<file path="src/rtl/polyphase_pkg.sv">
// Shared constants, coefficient table and FSM state type for the 2x half-band interpolator.
// Sample width default, branch-A taps (Q1.15, x2 interpolation gain) and accumulator sizing.
package polyphase_pkg;

   localparam int SAMPLE_WIDTH_DEF = 16;
   localparam int N_DEF            = 31;
   localparam int PHASE_TAPS_DEF   = (N_DEF + 1) / 2;
   localparam int COEF_WIDTH       = 16;
   localparam int FRAC_BITS        = 15;

   typedef logic signed [COEF_WIDTH-1:0] coef_t;

   // Even-index prototype taps doubled; symmetric, sum = 32768.
   localparam coef_t CA [PHASE_TAPS_DEF] = '{
      -16'sd80,   16'sd180,  -16'sd400,   16'sd800,
      -16'sd1600, 16'sd3000, -16'sd6000,  16'sd20484,
       16'sd20484, -16'sd6000, 16'sd3000, -16'sd1600,
       16'sd800,  -16'sd400,  16'sd180,  -16'sd80
   };

   function automatic int acc_width(input int sample_w, input int taps);
      return 2 * sample_w + $clog2(taps);
   endfunction

   typedef enum logic [1:0] {
      IDLE  = 2'd0,
      MAC   = 2'd1,
      OUT_A = 2'd2,
      OUT_B = 2'd3
   } state_e;

endpackage

</file>
<file path="src/rtl/hb_interp_mac.sv">
// Single-multiplier accumulator for branch A with clear, enable, round-half-up and width reduction.
// Define HB_INTERP_SATURATE_EN to clamp the rounded result instead of wrapping it.
module hb_interp_mac
   import polyphase_pkg::*;
#(
   parameter int SAMPLE_WIDTH = SAMPLE_WIDTH_DEF,
   parameter int PHASE_TAPS   = PHASE_TAPS_DEF
) (
   input  logic                           clk,
   input  logic                           reset_n,
   input  logic                           i_clr,
   input  logic                           i_en,
   input  logic signed [SAMPLE_WIDTH-1:0] i_sample,
   input  coef_t                          i_coef,
   output logic signed [SAMPLE_WIDTH-1:0] o_result
);

   localparam int ACC_W  = acc_width(SAMPLE_WIDTH, PHASE_TAPS);
   localparam int PROD_W = SAMPLE_WIDTH + COEF_WIDTH;
   localparam int RND_W  = ACC_W - FRAC_BITS;
   localparam logic signed [ACC_W-1:0] RND_HALF = ACC_W'(1 << (FRAC_BITS - 1));

   logic signed [PROD_W-1:0] w_sample_x;
   logic signed [PROD_W-1:0] w_coef_x;
   logic signed [PROD_W-1:0] w_prod;
   logic signed [ACC_W-1:0]  r_acc;
   logic signed [ACC_W-1:0]  w_rnd_sum;
   logic signed [RND_W-1:0]  w_rnd;
   logic                     w_unused;

   assign w_sample_x = {{(PROD_W-SAMPLE_WIDTH){i_sample[SAMPLE_WIDTH-1]}}, i_sample};
   assign w_coef_x   = {{(PROD_W-COEF_WIDTH){i_coef[COEF_WIDTH-1]}}, i_coef};
   assign w_prod     = w_sample_x * w_coef_x;

   always_ff @(posedge clk or negedge reset_n) begin
      if (!reset_n) begin
         r_acc <= '0;
      end else if (i_clr) begin
         r_acc <= '0;
      end else if (i_en) begin
         r_acc <= r_acc + {{(ACC_W-PROD_W){w_prod[PROD_W-1]}}, w_prod};
      end
   end

   // Dropping the low FRAC_BITS of the biased sum is the arithmetic shift.
   assign w_rnd_sum = r_acc + RND_HALF;
   assign w_rnd     = w_rnd_sum[ACC_W-1:FRAC_BITS];

`ifdef HB_INTERP_SATURATE_EN
   logic w_in_range;
   assign w_in_range = (&w_rnd[RND_W-1:SAMPLE_WIDTH-1]) | ~(|w_rnd[RND_W-1:SAMPLE_WIDTH-1]);
   always_comb begin
      o_result = w_rnd[SAMPLE_WIDTH-1:0];
      if (!w_in_range) begin
         o_result = w_rnd[RND_W-1] ? {1'b1, {(SAMPLE_WIDTH-1){1'b0}}}
                                   : {1'b0, {(SAMPLE_WIDTH-1){1'b1}}};
      end
   end
   assign w_unused = ^w_rnd_sum[FRAC_BITS-1:0];
`else
   assign o_result = w_rnd[SAMPLE_WIDTH-1:0];
   assign w_unused = ^{w_rnd_sum[FRAC_BITS-1:0], w_rnd[RND_W-1:SAMPLE_WIDTH]};
`endif

endmodule

</file>
<file path="src/rtl/polyphase_halfband_interp.sv">
// Polyphase half-band 2x interpolator: branch A via serial MAC, branch B a pure delay tap.
// Build option HB_INTERP_SATURATE_EN selects clamping of the branch-A result (see hb_interp_mac).
//
// state | meaning
// IDLE  | waiting for an input sample, ready_in high
// MAC   | one branch-A tap per cycle, PHASE_TAPS cycles
// OUT_A | presenting y[2n] (branch A), waits for ready_out
// OUT_B | presenting y[2n+1] (branch B), waits for ready_out
module polyphase_halfband_interp
   import polyphase_pkg::*;
#(
   parameter int SAMPLE_WIDTH = SAMPLE_WIDTH_DEF,
   parameter int N            = N_DEF
) (
   input  logic                           clk,
   input  logic                           reset_n,
   input  logic                           valid_in,
   output logic                           ready_in,
   input  logic signed [SAMPLE_WIDTH-1:0] data_in,
   output logic                           valid_out,
   input  logic                           ready_out,
   output logic signed [SAMPLE_WIDTH-1:0] data_out
);

   localparam int PHASE_TAPS   = (N + 1) / 2;
   localparam int CENTER_DELAY = (N - 3) / 4;
   localparam int CNT_W        = $clog2(PHASE_TAPS);

   state_e                         r_state;
   state_e                         w_state_nxt;
   logic                           r_armed;
   logic [CNT_W-1:0]               r_cnt;
   logic signed [SAMPLE_WIDTH-1:0] r_dline [PHASE_TAPS];
   logic signed [SAMPLE_WIDTH-1:0] w_branch_a;
   logic                           w_accept;

   assign w_accept = valid_in & ready_in;

   // Holds ready_in low until the first edge after reset release.
   always_ff @(posedge clk or negedge reset_n) begin
      if (!reset_n) r_armed <= 1'b0;
      else          r_armed <= 1'b1;
   end

   always_ff @(posedge clk or negedge reset_n) begin
      if (!reset_n) r_state <= IDLE;
      else          r_state <= w_state_nxt;
   end

   always_comb begin
      w_state_nxt = r_state;
      ready_in    = 1'b0;
      valid_out   = 1'b0;
      data_out    = '0;
      case (r_state)
         IDLE: begin
            ready_in = r_armed;
            if (valid_in && r_armed) w_state_nxt = MAC;
         end
         MAC: begin
            if (r_cnt == '0) w_state_nxt = OUT_A;
         end
         OUT_A: begin
            valid_out = 1'b1;
            data_out  = w_branch_a;
            if (ready_out) w_state_nxt = OUT_B;
         end
         OUT_B: begin
            valid_out = 1'b1;
            data_out  = r_dline[CENTER_DELAY];
            if (ready_out) w_state_nxt = IDLE;
         end
         default: w_state_nxt = IDLE;
      endcase
   end

   // Tap index runs downward; summation order does not change the result.
   always_ff @(posedge clk or negedge reset_n) begin
      if (!reset_n) begin
         r_cnt <= '0;
      end else if (w_accept) begin
         r_cnt <= CNT_W'(PHASE_TAPS - 1);
      end else if (r_state == MAC && r_cnt != '0) begin
         r_cnt <= r_cnt - 1'b1;
      end
   end

   always_ff @(posedge clk or negedge reset_n) begin
      if (!reset_n) begin
         for (int i = 0; i < PHASE_TAPS; i++) r_dline[i] <= '0;
      end else if (w_accept) begin
         for (int i = PHASE_TAPS - 1; i > 0; i--) r_dline[i] <= r_dline[i-1];
         r_dline[0] <= data_in;
      end
   end

   hb_interp_mac #(
      .SAMPLE_WIDTH (SAMPLE_WIDTH),
      .PHASE_TAPS   (PHASE_TAPS)
   ) u_mac (
      .clk      (clk),
      .reset_n  (reset_n),
      .i_clr    (w_accept),
      .i_en     (r_state == MAC),
      .i_sample (r_dline[r_cnt]),
      .i_coef   (CA[r_cnt]),
      .o_result (w_branch_a)
   );

endmodule

</file>
<file path="config.mk">
export PLATFORM = sky130hd
export DESIGN_NAME = polyphase_halfband_interp
export DESIGN_NICKNAME = d
export VERILOG_FILES = /design/src/rtl/polyphase_pkg.sv /design/src/rtl/hb_interp_mac.sv /design/src/rtl/polyphase_halfband_interp.sv
export SDC_FILE = /design/constraint.sdc
export NUM_CORES = 1
export LEC_CHECK = 0
export ABC_AREA = 1
export CAP_MARGIN = 30
export CORE_MARGIN = 8
export CORE_UTILIZATION = 55
export DETAILED_ROUTE_END_ITERATION = 12
export HOLD_SLACK_MARGIN = 0.08
export PLACE_DENSITY = 0.74
export SYNTH_ARGS = -nofsm -noshare
export SYNTH_HDL_FRONTEND = slang
export SYNTH_SLANG_ARGS = --single-unit
</file>
<file path="constraint.sdc">
create_clock -name clk -period 8.05 [get_ports clk]
set_input_delay 0.805 -clock clk [delete_from_list [all_inputs] [get_ports clk]]
set_output_delay 0.805 -clock clk [all_outputs]
set_load 0.1 [all_outputs]
</file>
==> impl_results.md <==
* Status: finished, violations left
* Failing checks: setup timing
* Post-synth EDFFs at 0
* Post-Route WL at 71.1 mm
* Distinct cells, synth at 53
* Critical path startpoint category: flip-flop
* CP Class: reg -> reg
* Initial antenna violation count at 1
* Final Max Tran Viols at 0
* Max_slew headroom at 28.1%
* Yosys Warn Count at 0
* Clock Sinks at approximately 300
* Core area at around 43000 um^2
* Gr usage total at 28.0%
* Crit-path slowest cell: fa_1
* Die width at 225 um
* Post-Synthesis Net Count at 3412
* Post-place setup slack at -0.469 ns
* Core Rows at 76
* Critical Path RT at 8.48 ns
* Wirelength per Cell at around 18 um
* Initial Utilization at roughly 56%
* Primary FF master, synth: dfrtp_1
* GRT overflow at 0
* Register Area at 7310 um^2
* Drt pass-1 iters at 6
* Average size of a mapped cell at between 7 and 8 um^2
* Asr flop ratio synth at 100%
* Area leader, netlist: dfrtp_1
* RSZ-0062 raised after global routing: yes
* FMAX at 124 MHz
* Final hold violation count at 0
* Routed vias at roughly 22k
* Root Buffer: clkbuf_16
* Design area at slightly below 30000 um^2
* Setup Skew at 0.0317 ns
* Post-layout min period at 8.09 ns
* Flop2flop setup slack at -0.04 ns
* IO Pins at 38
* Pin count of the biggest net entering global routing at roughly 270
* Area of the multi-input gates at 14600 um^2
* Layout cells sized above 1 at 18.0%
* Clk_lat worst skew at about 0.56 ns
* Routability cong. at 0.953
* Diodes inserted at 0
* CP endpoint kind: flip-flop
* Max clock buf depth at 3
* Post-synth top area share at 30.5%
* # DRC at 0
* Vias/cell at ~5.5
* Die Area at 50500 um^2
* Final Cycle Share at 101%
* Fin util at 68.0%
* Min Hold Slack at 0.359 ns
* Vias in the first global route at ~22k
* Layout Nets at around 3.7k
* Clock transition at path regs at 0.06 ns
* Arr. time, crit path at 8.52 ns
* Worst path most repeated cell: nand2_1
* Delay of the slowest critical-path stage at 0.55 ns
* Sequential fraction of the synthesis area at 30.5%
* CTS tree: built
* WP buf/inv at 13
* Most frequent cells in the layout: inv_1, nand2_1, o21ai_0
* Height of the die at around 220 um
* Synth area leaders: dfrtp_1, fa_1, inv_1, nand2_1, ha_1
* CP delay by family, top: adder cells
* #FFs+latches synth at 292
* Post-Syn Instances at about 3.0k
* # setup viols final at 4
* Most common cell after layout, fill and taps aside: inv_1
* P&R area growth vs syn at 22.2%
* Post-route setup slack at -0.0410 ns
* Htree depth at 2
* Input/output buffers at 37
* CTS buffer count at 34
* DR iter-0 viols at 1893
* Post-route ant nets at 0
* Slew @ Worst Pin at about 1.1 ns
* Post-DP HPWL at 53.3 mm
* Max FO, Critical Path at 13
* Post-Synthesis Cell Area at roughly 24000 um^2
* First-pass GRT wire length at between 100 and 150 mm
* Worst hold path class: in -> async
* Placed Instance Area at 26900 um^2
* Fill count at 3487
* Max cap viols at 0
## stage by stage
step,instances,setup TNS [ns]
final,3933,-0.107
after global routing,3933,-4.21
after CTS,3902,-0.0109
after detailed placement,3830,-1.84
after global placement,3830,-1.77
after floorplan,3043,0
## worst paths after layout
| path | start | endpoint | depth (start not counted) |
|---|---|---|---|
| setup / recovery | r_cnt[0] | u_mac.r_acc[29] | 43 |
| hold / removal | reset_n | r_dline[188] | 1 |
| setup reg to reg | r_cnt[0] | u_mac.r_acc[29] | 43 |
| hold reg to reg | r_dline[77] | r_dline[77] | 2 |
| max in group asynchronous | reset_n | r_dline[159] | 2 |
| min in group clk | r_dline[77] | r_dline[77] | 2 |
## flip-flops by register name, summed over array words and instances, names as in the netlist
name	flops
u_mac.r_acc	29
r_cnt	4
r_dline	256
r_armed	1
r_state	2
## cell families after synthesis
logic type | Yosys count | share of synthesized area (%)
AOI/OAI and AO/OA | 744 | 16.2
and+or+nand+nor | 926 | 15.8
DFF | 292 | 30.5
other | 1 | 0.0157
xor gates and xnor gates | 22 | 0.804
adders and majority gates | 349 | 25.0
buffers and inverters | 709 | 11.8
## Yosys cell counts, types with 2 or more instances
library cell,instances
nand3b_1,4
o21ai_1,48
xor2_1,14
clkbuf_1,74
nor4_1,2
a21oi_1,302
nor3_1,24
nor2_2,7
a211oi_1,4
nand2_1,522
nand3_2,2
nor2_1,277
dfrtp_1,292
buf_1,8
o31ai_1,2
buf_6,11
buf_4,10
inv_1,553
o21bai_1,4
ha_1,134
buf_2,25
a221oi_1,2
nand2_4,3
fa_1,215
o22ai_1,15
nor3_2,2
nor2_4,2
inv_2,24
inv_4,2
xnor2_1,8
nand2_2,18
clkinv_1,2
o211ai_1,5
nand3_1,39
a21o_1,8
nand4_1,21
a31oi_1,8
o221ai_1,2
o21ai_0,334
## layout make-up
| type | count | area share, % |
|---|---|---|
| Inverter | 581 | 7.60 |
| Timing Repair Buffer | 372 | 11.1 |
| Clock buffer | 46 | 3.30 |
| Clock inverter | 15 | 0.530 |
| Tap cell | 585 | 2.50 |
| Sequential cell | 292 | 25.0 |
| Multi-Input combinational cell | 2042 | 50.0 |
## metal layers
| layer | up-vias | GRT usage, % | wire length, um |
|---|---|---|---|
| met4 | 0 | 9.54 | 2310 |
| met2 | 824 | 44.2 | 32900 |
| met1 | 10518 | 38.8 | 30400 |
| met5 | - | 0 | 0 |
| met3 | 148 | 4.98 | 5470 |
| li1 | 10113 | - | - |
## what timing repair did
item	in CTS	in global routing
cloned	0	2
hold buffers	0	0
buffers inserted	11	30
setup endpoints to repair	12	19
gates resized for setup	72	166
pin swaps	19	91
Power is not shown: default switching activity piles up to over one toggle a cycle in this logic, so the estimate is an artifact.
